[src/rtl/mem_wb_sender.sv]
// MEM/WB stage sender: hands ALU results straight to writeback and issues a word read for loads,
// extending the returned data. Optional load timeout is enabled by defining MEM_WB_TIMEOUT_EN.
module mem_wb_sender (
  input  logic        clk,
  input  logic        rst,
  input  logic        valid_i,
  output logic        ready_o,
  input  logic        wen_i,
  input  logic        wsel_i,
  input  logic [4:0]  waddr_i,
  input  logic [31:0] alu_result_i,
  input  logic [2:0]  load_op_i,
  output logic        mem_req_o,
  output logic [31:0] mem_addr_o,
  input  logic        mem_ack_i,
  input  logic [31:0] mem_rdata_i,
  output logic        wb_we_o,
  output logic        wb_wen_o,
  output logic        wb_wsel_o,
  output logic [4:0]  wb_waddr_o,
  output logic [31:0] wb_alu_result_o,
  output logic [31:0] wb_mem_result_o
`ifdef MEM_WB_TIMEOUT_EN
  ,
  output logic        timeout_o
`endif
);

  typedef enum logic [1:0] {StIdle, StWaitMem, StSend} state_e;

  state_e      state_q, state_d;
  logic        wen_q, wen_d;
  logic        wsel_q, wsel_d;
  logic [4:0]  waddr_q, waddr_d;
  logic [31:0] alu_q, alu_d;
  logic [2:0]  load_op_q, load_op_d;
  logic [31:0] mem_result_q, mem_result_d;
`ifdef MEM_WB_TIMEOUT_EN
  logic [7:0]  cnt_q, cnt_d;
  logic        to_q, to_d;
`endif

  logic [31:0] byte_shift;
  logic [7:0]  byte_sel;
  logic [15:0] half_sel;
  logic [31:0] ext_data;
  logic        send;

  // Lane selection uses the captured byte address; addr[0] is ignored for halfwords.
  always_comb begin
    byte_shift = mem_rdata_i >> {alu_q[1:0], 3'b000};
    byte_sel   = byte_shift[7:0];
    half_sel   = alu_q[1] ? mem_rdata_i[31:16] : mem_rdata_i[15:0];
    case (load_op_q)
      3'b000:  ext_data = {{24{byte_sel[7]}}, byte_sel};
      3'b001:  ext_data = {{16{half_sel[15]}}, half_sel};
      3'b010:  ext_data = mem_rdata_i;
      3'b100:  ext_data = {24'd0, byte_sel};
      3'b101:  ext_data = {16'd0, half_sel};
      default: ext_data = 32'd0;
    endcase
  end

  always_comb begin
    state_d      = state_q;
    wen_d        = wen_q;
    wsel_d       = wsel_q;
    waddr_d      = waddr_q;
    alu_d        = alu_q;
    load_op_d    = load_op_q;
    mem_result_d = mem_result_q;
`ifdef MEM_WB_TIMEOUT_EN
    cnt_d        = cnt_q;
    to_d         = to_q;
`endif
    unique case (state_q)
      StIdle: begin
        if (valid_i) begin
          wen_d        = wen_i;
          wsel_d       = wsel_i;
          waddr_d      = waddr_i;
          alu_d        = alu_result_i;
          load_op_d    = load_op_i;
          mem_result_d = 32'd0;
          state_d      = wsel_i ? StWaitMem : StSend;
`ifdef MEM_WB_TIMEOUT_EN
          cnt_d        = 8'd0;
          to_d         = 1'b0;
`endif
        end
      end
      StWaitMem: begin
        if (mem_ack_i) begin
          mem_result_d = ext_data;
          state_d      = StSend;
        end
`ifdef MEM_WB_TIMEOUT_EN
        else begin
          cnt_d = cnt_q + 8'd1;
          // Counter hitting 255 abandons the load; a same-cycle ack wins above.
          if (cnt_d == 8'hFF) begin
            mem_result_d = 32'd0;
            to_d         = 1'b1;
            state_d      = StSend;
          end
        end
`endif
      end
      StSend:  state_d = StIdle;
      default: state_d = StIdle;
    endcase
  end

  always_ff @(posedge clk) begin
    if (rst) begin
      state_q      <= StIdle;
      wen_q        <= 1'b0;
      wsel_q       <= 1'b0;
      waddr_q      <= 5'd0;
      alu_q        <= 32'd0;
      load_op_q    <= 3'd0;
      mem_result_q <= 32'd0;
`ifdef MEM_WB_TIMEOUT_EN
      cnt_q        <= 8'd0;
      to_q         <= 1'b0;
`endif
    end else begin
      state_q      <= state_d;
      wen_q        <= wen_d;
      wsel_q       <= wsel_d;
      waddr_q      <= waddr_d;
      alu_q        <= alu_d;
      load_op_q    <= load_op_d;
      mem_result_q <= mem_result_d;
`ifdef MEM_WB_TIMEOUT_EN
      cnt_q        <= cnt_d;
      to_q         <= to_d;
`endif
    end
  end

  // Outputs are masked by rst so the reset values hold while reset is still asserted.
  always_comb begin
    send            = (state_q == StSend) && !rst;
    ready_o         = (state_q == StIdle) || rst;
    mem_req_o       = (state_q == StWaitMem) && !rst;
    mem_addr_o      = mem_req_o ? {alu_q[31:2], 2'b00} : 32'd0;
    wb_we_o         = send;
    wb_wen_o        = send & wen_q;
    wb_wsel_o       = send & wsel_q;
    wb_waddr_o      = send ? waddr_q : 5'd0;
    wb_alu_result_o = send ? alu_q : 32'd0;
    wb_mem_result_o = send ? mem_result_q : 32'd0;
`ifdef MEM_WB_TIMEOUT_EN
    timeout_o       = send & to_q;
`endif
  end

endmodule

[config.mk]
export PLATFORM = sky130hd
export DESIGN_NAME = mem_wb_sender
export DESIGN_NICKNAME = d
export VERILOG_FILES = /design/src/rtl/mem_wb_sender.sv
export SDC_FILE = /design/constraint.sdc
export NUM_CORES = 1
export LEC_CHECK = 0
export ABC_AREA = 1
export BUFFER_PORTS_ARGS = -buffer_cell sky130_fd_sc_hd__buf_2
export CORE_MARGIN = 4
export CORE_UTILIZATION = 52
export DETAILED_ROUTE_END_ITERATION = 12
export PLACE_DENSITY = 0.87
export RECOVER_POWER = 50
export SYNTH_ARGS = -nofsm -noshare
export SYNTH_HDL_FRONTEND = slang
export SYNTH_SLANG_ARGS = --single-unit
[constraint.sdc]
create_clock -name clk -period 3.2 [get_ports clk]
set_input_delay 0.48 -clock clk [delete_from_list [all_inputs] [get_ports clk]]
set_output_delay 0.48 -clock clk [all_outputs]
set_load 0.05 [all_outputs]
## Yosys cells after proc, flatten, opt, wreduce, memory -nomap -nowiden

Index checks and enable logic that the tools add are counted.

| word-level totals | value |
|---|---|
| bits in registers | 76 |
| bits of input ports | 78 |
| output and inout bits | 106 |
| word-level logic and storage cells | 41 |

| operators by class | value |
|---|---|
| equal/unequal tests | 8 |
| shifts and indexed selects | 1 |
| multiplexer cells | 13 |
| bitwise operators | 2 |
| reductions and logical operators | 10 |

Operators with widths:

| operator | number |
|---|---|
| $mux W32 | 5 |
| $pmux W32 S5 | 1 |
| $pmux W32 S2 | 1 |
| $shr A32 B5 Y8 | 1 |
| $mux W16 | 1 |
| $eq A3 B3 Y1 const B | 2 |
| $mux W2 | 3 |
| $mux W5 | 1 |
| $ne A2 B2 Y1 const B | 2 |
| $pmux W2 S2 | 1 |
| $reduce_and A2 Y1 | 2 |
| $eq A3 B1 Y1 const B | 1 |
| $eq A3 B2 Y1 const B | 1 |
| $logic_not A3 Y1 | 1 |
| $reduce_and A3 Y1 | 1 |
| $and A1 B1 Y1 | 2 |
| $eq A2 B1 Y1 const B | 1 |
| $eq A2 B2 Y1 const B | 1 |
| $logic_and A1 B1 Y1 | 2 |
| $logic_not A2 Y1 | 1 |
| $reduce_bool A2 Y1 | 1 |
| $logic_not A1 Y1 | 1 |
| $logic_or A1 B1 Y1 | 1 |

## Longest topological paths before layout

Gate-level depths: netlist (run 1).

| logic depth | value |
|---|---|
| depth after elaboration | 4 |
| gate-level depth with buffers | 11 |
| mapped depth without buffers | 9 |

## Worst setup path after synthesis (run 1)

OpenSTA, ideal clock, no wires.

| timing path | value |
|---|---|
| kind | input -> output |
| start point | in rst |
| end point | out wb_alu_result_o[0] |
| arrival | 2.401 ns |
| data required time | 2.720 ns |
| setup slack | 0.319 ns |
| stages | 5 |
| path buffers | 2 |
| cells stage by stage | buf_2 nor3_2 inv_2 clkbuf_1 nor2_1 |

| on the way | value |
|---|---|
| longest elaborated chain between the ends | 3 |

Ends and longest elaborated chain:

| item | line | source |
|---|---|---|
| start: declaration | 5 | `input logic rst,` |
| $logic_not A1 Y1 | 144 | `send = (state_q == StSend) && !rst;` |
| $logic_and A1 B1 Y1 | 144 |  |
| named net wb_we_o | 17 | `output logic wb_we_o,` |
| $mux W32 | 152 | `wb_alu_result_o = send ? alu_q : 32'd0;` |
| end: declaration | 21 | `output logic [31:0] wb_alu_result_o,` |

The timed path passes the listed nets, and every way through them passes these cells.

## Final worst setup path (run 1)

| timing path | value |
|---|---|
| start point | in rst |
| end point | out ready_o |

| on the way | value |
|---|---|
| longest elaborated chain between the ends | 1 |

Ends and longest elaborated chain:

| item | line | source |
|---|---|---|
| $logic_or A1 B1 Y1 | 145 | `ready_o = (state_q == StIdle) \|\| rst;` |
| end: declaration | 7 | `output logic ready_o,` |

Every way passes these cells.

==> impl_results.md, run 1 <==
* CP top delay family: buffers and inverters
* Power per standard cell area at 458 nW/µm²
* Hold Vio Cnt, Final at 0
* Fmax at 0.378 GHz
* WHS Path Cells at 2
* Finished Layout Cells at 952
* Fin Hold WS at 319 ps
* Resized cells post-CTS at 0
* Startpoint Class: input pin
* Vert. Die Dim at 98.1 µm
* Post-synthesis sequential area ratio at 36.0%
* Via count at 4652
* CP Capture Type: output port
* CTS Buf Count at 9
* Avg Cell Area, Syn at 6.11 µm²
* Max stage delay on crit path at 1090 ps
* CP dominant cell by count: buf_2
* Hold crit path type: input pin to flip-flop
* Placed insts at 937
* Largest net degree at the start of global routing at 45
* Reg-to-reg startpoint: state_q[0]
* Share of post-route cells with drive strength above 1 at 23.4%
* Flop2flop setup slack at 820 ps
* Filler Cells Inserted at 757
* Row cnt at 32
* Antenna Nets Post-Route at 0
* P&R area growth vs syn at 24.1%
* Residual DRC at 0
* Post-synthesis cell area at 4220 µm²
* Cells on worst reg2reg path at 7
* Area occupied by registers at 1520 µm²
* Worst EP arrival at 2160 ps
* LEAKAGE at 2.55 nW
* Outcome: finished, violations left
* Highest-delay cell along the critical path: clkbuf_1
* Max FO, Critical Path at 42
* Clock latency on the worst-skew pair at 350 ps
* Die area at 9630 µm²
* Initial antenna violation count at 0
* Gr usage total at 24.1%
* Rel. slew slack at 0.158%
* CP Buf/Inv Count at 4
* Post-synthesis register bit count at 76
* H-tree levels at 3
* Synth top area cells: dfxtp_1 (36%), nand2_1 (15%), nor2_1 (11%), inv_1 (9.2%), a21oi_1 (8.5%)
* Grt total ovfl at 0
* First-pass GRT wire length at 19400 µm
* Synth unique cells at 26
* Starting density of the core at 54.1%
* Vias per inst at 4.89
* Final min period at 2640 ps
* Routability congestion estimate at 0.897
* Die width at 98.1 µm
* Number of synthesized flops with an enable pin at 0
* # setup viols final at 0
* Vias in the first global route at 4242
* # IOs at 184
* Sink Count at 76
* Count leader, synth: nand2_1
* Final setup TNS at 0 ps
* Synth Warn # at 0
* Area occupied by multi-input gates at 2020 µm²
* Clk pin slew, worst setup/hold paths at 90 ps
* Drt first pass iters at 5
* Worst path cell trace: buf_2, inv_1, clkbuf_1, nand2_1, buf_2
* Root Driver: clkbuf_8
* Max VDD drop at 0.311 mV
* RSZ-0062 raised after global routing: false
* ANT cells at 0
* Final Routed Wirelength at 12100 µm
* Worst Skew at 11.8 ps
* Power Total at 2.40 mW
* Port buffer count at 181
* Core ar. at 7810 µm²
* Critical path class: input pin to output port
* Crit. path cell count at 5
* Post-synth top area share at 36.0%
* Cell taking the most area after synthesis: dfxtp_1
* Final Slew Violations at 0
* CTS Hold Buffers Added at 0
* CTS tree: yes
* Critical Path Start: rst
* Final layout net count at 924
* Reg2reg end: alu_q[10]
* Post-CTS Setup Inserts at 0
* Failing checks: max-capacitance violations
* Main synth FF type: dfxtp_1
* MaxCap Viol Count at 1
* HPWL reported at the end of detailed placement at 8920 µm
* Initial DRC count at 196
* Mapped Cells at 691
* Most frequent cells after synthesis: nand2_1 (169), nor2_1 (125), inv_1 (103)
* Fin crit share at 82.6%
* CP Capture Point: ready_o
* CTS max path bufs at 2
* Slew @ Worst Pin at 1500 ps
* Critical Path RT at 2720 ps
* Share of synthesized registers carrying an async set or reset at 0%
* Routed len/inst at 12.7 µm
-- per-layer routing --
| metal | global-route usage [%] | wire length [µm] |
|---|---|---|
| met5 | 0 | 0 |
| met4 | 6.83 | 95 |
| met3 | 6.64 | 1270 |
| met2 | 41.8 | 5920 |
| met1 | 29.2 | 4800 |
-- worst min path at each step --
stage | start | endpoint
2_1_floorplan | waddr_q[3] | waddr_q[3]
3_3_place_gp | waddr_q[3] | waddr_q[3]
3_5_place_dp | waddr_q[3] | waddr_q[3]
4_1_cts | wsel_i | state_q[1]
5_1_grt | wsel_i | state_q[1]
6_report | wsel_i | state_q[1]
-- flip-flops by register name, indices dropped and copies added (netlist names) --
| signal | count |
|---|---|
| state_q | 2 |
| mem_result_q | 32 |
| wsel_q | 1 |
| wen_q | 1 |
| alu_q | 32 |
| load_op_q | 3 |
| waddr_q | 5 |
-- metrics by stage --
stage | worst slack (ps) | instance area (µm²) | util, %
after floorplan | 319 | 4230 | -
after global placement | 1010 | 5070 | 64.9
after detailed placement | 950 | 5070 | 64.9
after CTS | 793 | 5300 | 67.9
after global routing | 396 | 5240 | 67.1
final | 557 | 5240 | 67.1
-- cell families after synthesis --
| kind of cell | count (synthesis) | synth area share, % |
|---|---|---|
| and+or+nand+nor | 333 | 32.2 |
| buffers and inverters | 154 | 15.9 |
| AOI/OAI and AO/OA | 127 | 15.8 |
| DFF | 76 | 36.0 |
| other | 1 | 0.0888 |
-- power by group --
group	leakage [nW]	switching [mW]	total [mW]	internal, mW
Combinational	1.80	0.335	0.478	0.143
Clock	0.120	0.373	0.890	0.517
Sequential	0.623	0.0299	1.03	1.00
-- cells in the final DEF (no fill, tap or decap), types with 9 or more instances in the layout --
cell type and instances:
clkbuf_1 32, nand3_1 18, nor2_2 11, nand2_1 169, dfxtp_1 76, o21ai_0 45
clkbuf_8 9, a21oi_1 72, inv_1 106, nor2_1 126, buf_2 151
-- area by class of cell --
type / instances / area share (%)
multi-input cells: 462 / 38.5
clock inverters: 6 / 2.15
inverters: 109 / 7.86
repair buffers: 188 / 17.6
well taps: 102 / 2.44
flip-flops and latches: 76 / 29.0
clock buffers: 9 / 2.36
(Power assumes the default switching activity.)
==> run 2, diff against run 1 <==
--- a/config.mk
+++ b/config.mk
@@ -8,9 +8,9 @@
 export ABC_AREA = 1
 export BUFFER_PORTS_ARGS = -buffer_cell sky130_fd_sc_hd__buf_2
 export CORE_MARGIN = 4
-export CORE_UTILIZATION = 52
+export CORE_UTILIZATION = 43
 export DETAILED_ROUTE_END_ITERATION = 12
-export PLACE_DENSITY = 0.87
+export PLACE_DENSITY = 0.76
 export RECOVER_POWER = 50
 export SYNTH_ARGS = -nofsm -noshare
 export SYNTH_HDL_FRONTEND = slang
==> constraint.sdc (replaced) <==
create_clock -name clk -period 2.4 [get_ports clk]
set_input_delay 0.36 -clock clk [delete_from_list [all_inputs] [get_ports clk]]
set_output_delay 0.36 -clock clk [all_outputs]
set_load 0.05 [all_outputs]
==> run 2 against run 1 <==
The run now ends clean. Critical path depth up 1. Clock skew up 0.55 ps. Count of clock-buffer cells in the layout up 1. Worst hold slack worse by 87 ps. Utilization down 10 points. Routed wire length down 1.8%. Sequential power up 33%. Die area up 19%. Global-route usage down 3.2 points. Final cell count up 3.2%. Worst setup slack worse by 340 ps.
==> impl_results.md, run 2 (same netlist as run 1, synthesis figures left out) <==
* CP dominant cell by count: inv_2
* Root Driver: clkbuf_8
* CTS tree: yes
* Final min period at 2190 ps
* P&R area growth vs syn at 26.4%
* H-tree levels at 3
* HPWL reported at the end of detailed placement at 8810 µm
* Drt first pass iters at 4
* Clock latency on the worst-skew pair at 340 ps
* # setup viols final at 0
* Grt total ovfl at 0
* Critical path class: flip-flop to output port
* First-pass GRT wire length at 19600 µm
* Largest net degree at the start of global routing at 58
* Filler Cells Inserted at 971
* Final setup TNS at 0 ps
* Antenna Nets Post-Route at 0
* Vias in the first global route at 4221
* Final Routed Wirelength at 11900 µm
* Die area at 11500 µm²
* Initial antenna violation count at 1
* Sink Count at 76
* Row cnt at 35
* Vert. Die Dim at 107 µm
* Starting density of the core at 44.9%
* Fmax at 0.458 GHz
* CP Capture Type: output port
* Routed len/inst at 12.1 µm
* Slew @ Worst Pin at 793 ps
* RSZ-0062 raised after global routing: false
* Fin Hold WS at 232 ps
* Gr usage total at 20.8%
* Via count at 4515
* Core ar. at 9420 µm²
* # IOs at 184
* Most frequent cells in the layout: nand2_1 (169), buf_2 (167), nor2_1 (110), inv_1 (106), dfxtp_1 (76)
* Largest regs: alu_q (32), mem_result_q (32), waddr_q (5)
* Worst setup margin at 214 ps
* Worst EP arrival at 1830 ps
* Critical Path RT at 2040 ps
* CTS Buf Count at 9
* Vias per inst at 4.60
* Most common cell after layout, fill and taps aside: nand2_1
* Resized cells post-CTS at 0
* Pre-CTS setup slack at 578 ps
* Max stage delay on crit path at 480 ps
* Max FO, Critical Path at 31
* Startpoint Class: flip-flop
* Port buffer count at 181
* CTS Hold Buffers Added at 0
* Residual DRC at 0
* Power Total at 3.05 mW
* Clk pin slew, worst setup/hold paths at 80 ps
* Outcome: complete, no violations
* Post-CTS Setup Inserts at 0
* Routability congestion estimate at 0.919
* MaxCap Viol Count at 0
* ANT cells at 0
* Share of post-route cells with drive strength above 1 at 28.0%
* CP Buf/Inv Count at 4
* Initial DRC count at 177
* CP top delay family: buffers and inverters
* Final Slew Violations at 0
* CTS max path bufs at 2
* LEAKAGE at 2.63 nW
* Final layout net count at 926
* Worst Skew at 12.4 ps
* Hold crit path type: input pin to flip-flop
* Worst path cell trace: inv_2, nor3_4, inv_2, buf_4, nor2_1, clkbuf_1
* Area occupied by multi-input gates at 2070 µm²
* Highest-delay cell along the critical path: clkbuf_1
* Die width at 107 µm
* Rel. slew slack at 47.1%
* Power per standard cell area at 572 nW/µm²
* Area occupied by registers at 1520 µm²
* Max VDD drop at 0.277 mV
* Fin crit share at 91.1%
* Hold Vio Cnt, Final at 0
run 2: final cells by class:
class / instances / share of cell area, %
tap: 129 / 3.02
clock buffer: 10 / 2.58
inverter: 109 / 7.66
timing repair buffer: 190 / 18.1
multi-input combinational: 462 / 38.8
clock inverter: 6 / 1.34
sequential: 76 / 28.5
run 2: where the power goes:
part | switching (mW) | total, mW | internal [mW] | leakage, nW
Sequential | 0.0389 | 1.37 | 1.34 | 0.623
Clock | 0.511 | 1.03 | 0.518 | 0.0995
Combinational | 0.449 | 0.648 | 0.200 | 1.90
run 2: metrics by stage:
stage | utilization (%) | cell area, µm² | std cells
3_3_place_gp | 54.8 | 5160 | 966
6_report | 56.7 | 5340 | 982
3_5_place_dp | 54.8 | 5160 | 966
4_1_cts | 57.0 | 5370 | 982
2_1_floorplan | - | 4270 | 692
5_1_grt | 56.7 | 5340 | 982
run 2: worst register-to-register path, cell delays in order (launching register included):
cell and delay (ps):
dfxtp_1 370, nor2_2 100, buf_4 190, inv_1 80
a21oi_2 410, clkbuf_2 480, nand2_1 100, a21oi_1 170
run 2: path summary, 6_finish.rpt:
kind / startpoint / end / slack [ps] / cells after the start
setup / recovery: state_q[1] / wb_alu_result_o[21] / 210 / 6
hold / removal: wsel_i / state_q[1] / 230 / 2
setup reg to reg: load_op_q[0] / mem_result_q[4] / 440 / 7
hold reg to reg: mem_result_q[5] / mem_result_q[5] / 470 / 2
run 2: layer usage:
metal	track usage (%)	up-vias	wire (µm)
li1	-	2395	-
met1	26.3	1940	5190
met2	35.1	165	5530
met3	5.06	13	977
met4	6.39	2	163
met5	0	-	11
==> run 3, diff against run 2 <==
--- a/config.mk
+++ b/config.mk
@@ -7,10 +7,12 @@
 export LEC_CHECK = 0
 export ABC_AREA = 1
 export BUFFER_PORTS_ARGS = -buffer_cell sky130_fd_sc_hd__buf_2
+export CELL_PAD_IN_SITES_DETAIL_PLACEMENT = 1
+export CELL_PAD_IN_SITES_GLOBAL_PLACEMENT = 2
 export CORE_MARGIN = 4
-export CORE_UTILIZATION = 43
+export CORE_UTILIZATION = 21
 export DETAILED_ROUTE_END_ITERATION = 12
-export PLACE_DENSITY = 0.76
+export PLACE_DENSITY_LB_ADDON = 0.1
 export RECOVER_POWER = 50
 export SYNTH_ARGS = -nofsm -noshare
 export SYNTH_HDL_FRONTEND = slang
==> run 3 against run 2 <==
First-iteration DRC count shrank 36%. Routed wire length increased by 36%. Count of clock-buffer cells in the layout stayed put. Global-route usage shrank 6.3 points. Sequential cell count unchanged. Clock skew is 4.5 ps lower. Utilization down 28 points. Largest cell class unchanged. Register-to-register slack lost 150 ps. Combinational power grew 7.4%. Die area grew 96%.
==> impl_results.md, run 3 (same netlist as run 1, synthesis figures left out) <==
* Port buffer count at 181
* Initial antenna violation count at 4
* Fin crit share at 93.8%
* LEAKAGE at 2.74 nW
* Vert. Die Dim at 150 µm
* Vias per inst at 4.18
* Fmax at 0.444 GHz
* Final Routed Wirelength at 16100 µm
* HPWL reported at the end of detailed placement at 12400 µm
* Core ar. at 19700 µm²
* Root Driver: clkbuf_16
* Share of power burned in the clock network at 42.7%
* Largest net degree at the start of global routing at 43
* CTS max path bufs at 2
* Drt first pass iters at 4
* Final Slew Violations at 0
* Final min period at 2250 ps
* Largest regs: alu_q (32), mem_result_q (32), waddr_q (5)
* Post-layout util at 29.0%
* # IOs at 184
* Startpoint Class: flip-flop
* Antenna Nets Post-Route at 0
* Clock latency on the worst-skew pair at 340 ps
* Placed instance area at 5390 µm²
* Residual DRC at 0
* Routed len/inst at 14.3 µm
* Slew @ Worst Pin at 906 ps
* MaxCap Viol Count at 0
* Int Pwr at 2.50 mW
* Power per standard cell area at 634 nW/µm²
* Routability congestion estimate at 0.770
* Max FO, Critical Path at 33
* Die area at 22400 µm²
* Worst setup margin at 149 ps
* Most frequent cells in the layout: nand2_1 (169), buf_2 (169), nor2_1 (110), inv_1 (104), dfxtp_1 (76)
* Worst Skew at 7.92 ps
* Final layout net count at 931
* Post-CTS Setup Inserts at 0
* Share of post-route cells with drive strength above 1 at 29.5%
* Outcome: complete, no violations
* Clk pin slew, worst setup/hold paths at 60 ps
* Via count at 4703
* Row cnt at 51
* Area occupied by registers at 1520 µm²
* Vias in the first global route at 4871
* CTS Hold Buffers Added at 0
* CP Capture Type: output port
* # setup viols final at 0
* Placed insts at 1107
* Finished Layout Cells at 1124
* Filler Cells Inserted at 2621
* Hold Vio Cnt, Final at 0
* Power Total at 3.61 mW
* Sw Share at 30.8%
* Grt total ovfl at 0
* Fin Hold WS at 229 ps
* Sink Count at 76
* RSZ-0062 raised after global routing: false
* Worst EP arrival at 1890 ps
* Gr usage total at 14.6%
* Part of the power in registers at 38.0%
* CTS Buf Count at 9
* Final setup TNS at 0 ps
* Rel. slew slack at 39.6%
* First-pass GRT wire length at 25600 µm
* Initial DRC count at 114
* P&R area growth vs syn at 34.7%
* Die width at 150 µm
* Logic pwr share at 19.3%
* CTS tree: yes
* H-tree levels at 3
* Switching pwr at 1.11 mW
* Design area at 5690 µm²
* Hold crit path type: input pin to flip-flop
* Critical Path RT at 2040 ps
* Area occupied by multi-input gates at 2070 µm²
* Pre-CTS setup slack at 434 ps
* Starting density of the core at 21.5%
* Max VDD drop at 0.324 mV
* Critical path class: flip-flop to output port
* Resized cells post-CTS at 0
==> run 3: changes by cell type in the layout (fill, tap and decap cells not counted), sizes merged <==
cell | before | now
clkbuf | 26 | 25
buf | 174 | 180
diode | 0 | 1
clkinvlp | 2 | 0
bufinv | 1 | 2
clkinv | 1 | 3
inv | 111 | 110
==> run 3: area by class of cell <==
type,count,area share [%]
Sequential cell,76,26.7
Tap cell,265,5.83
Clock buffer,10,4.20
Antenna cell,1,0.0440
Timing Repair Buffer,195,18.0
Multi-Input combinational cell,462,36.3
Clock inverter,6,1.67
Inverter,109,7.23
==> run 3: final timing paths <==
| check | start | endpoint | slack [ps] | cells after the start |
|---|---|---|---|---|
| worst max register to register | state_q[0] | waddr_q[0] | 290 | 7 |
| worst max-delay path | state_q[1] | wb_alu_result_o[0] | 150 | 6 |
| worst min-delay path | wsel_i | state_q[1] | 230 | 2 |
| worst min register to register | mem_result_q[19] | mem_result_q[19] | 460 | 2 |
==> run 3: power by group through the flow <==
stage | combinational [mW] | clock, mW | sequential (mW)
3_3_place_gp | 0.719 | 0 | 1.40
4_1_cts | 0.733 | 1.61 | 1.37
2_1_floorplan | 0.525 | 0 | 1.39
6_report | 0.696 | 1.54 | 1.37
3_5_place_dp | 0.730 | 0 | 1.40
5_1_grt | 0.796 | 1.65 | 1.38
==> run 3: metal layers <==
metal | up-vias | global-route usage (%) | share of wire [%]
li1 | 2407 | - | -
met1 | 2149 | 17.6 | 44
met2 | 120 | 24.5 | 48
met3 | 21 | 4.51 | 6.5
met4 | 6 | 4.80 | 1.6
met5 | - | 0 | 0.25
==> run 3: critical path: stages (launching register included) <==
cell	delay [ps]
dfxtp_1	380
inv_2	90
nor3_4	140
inv_2	230
buf_12	250
nor2_2	150
buf_2	290
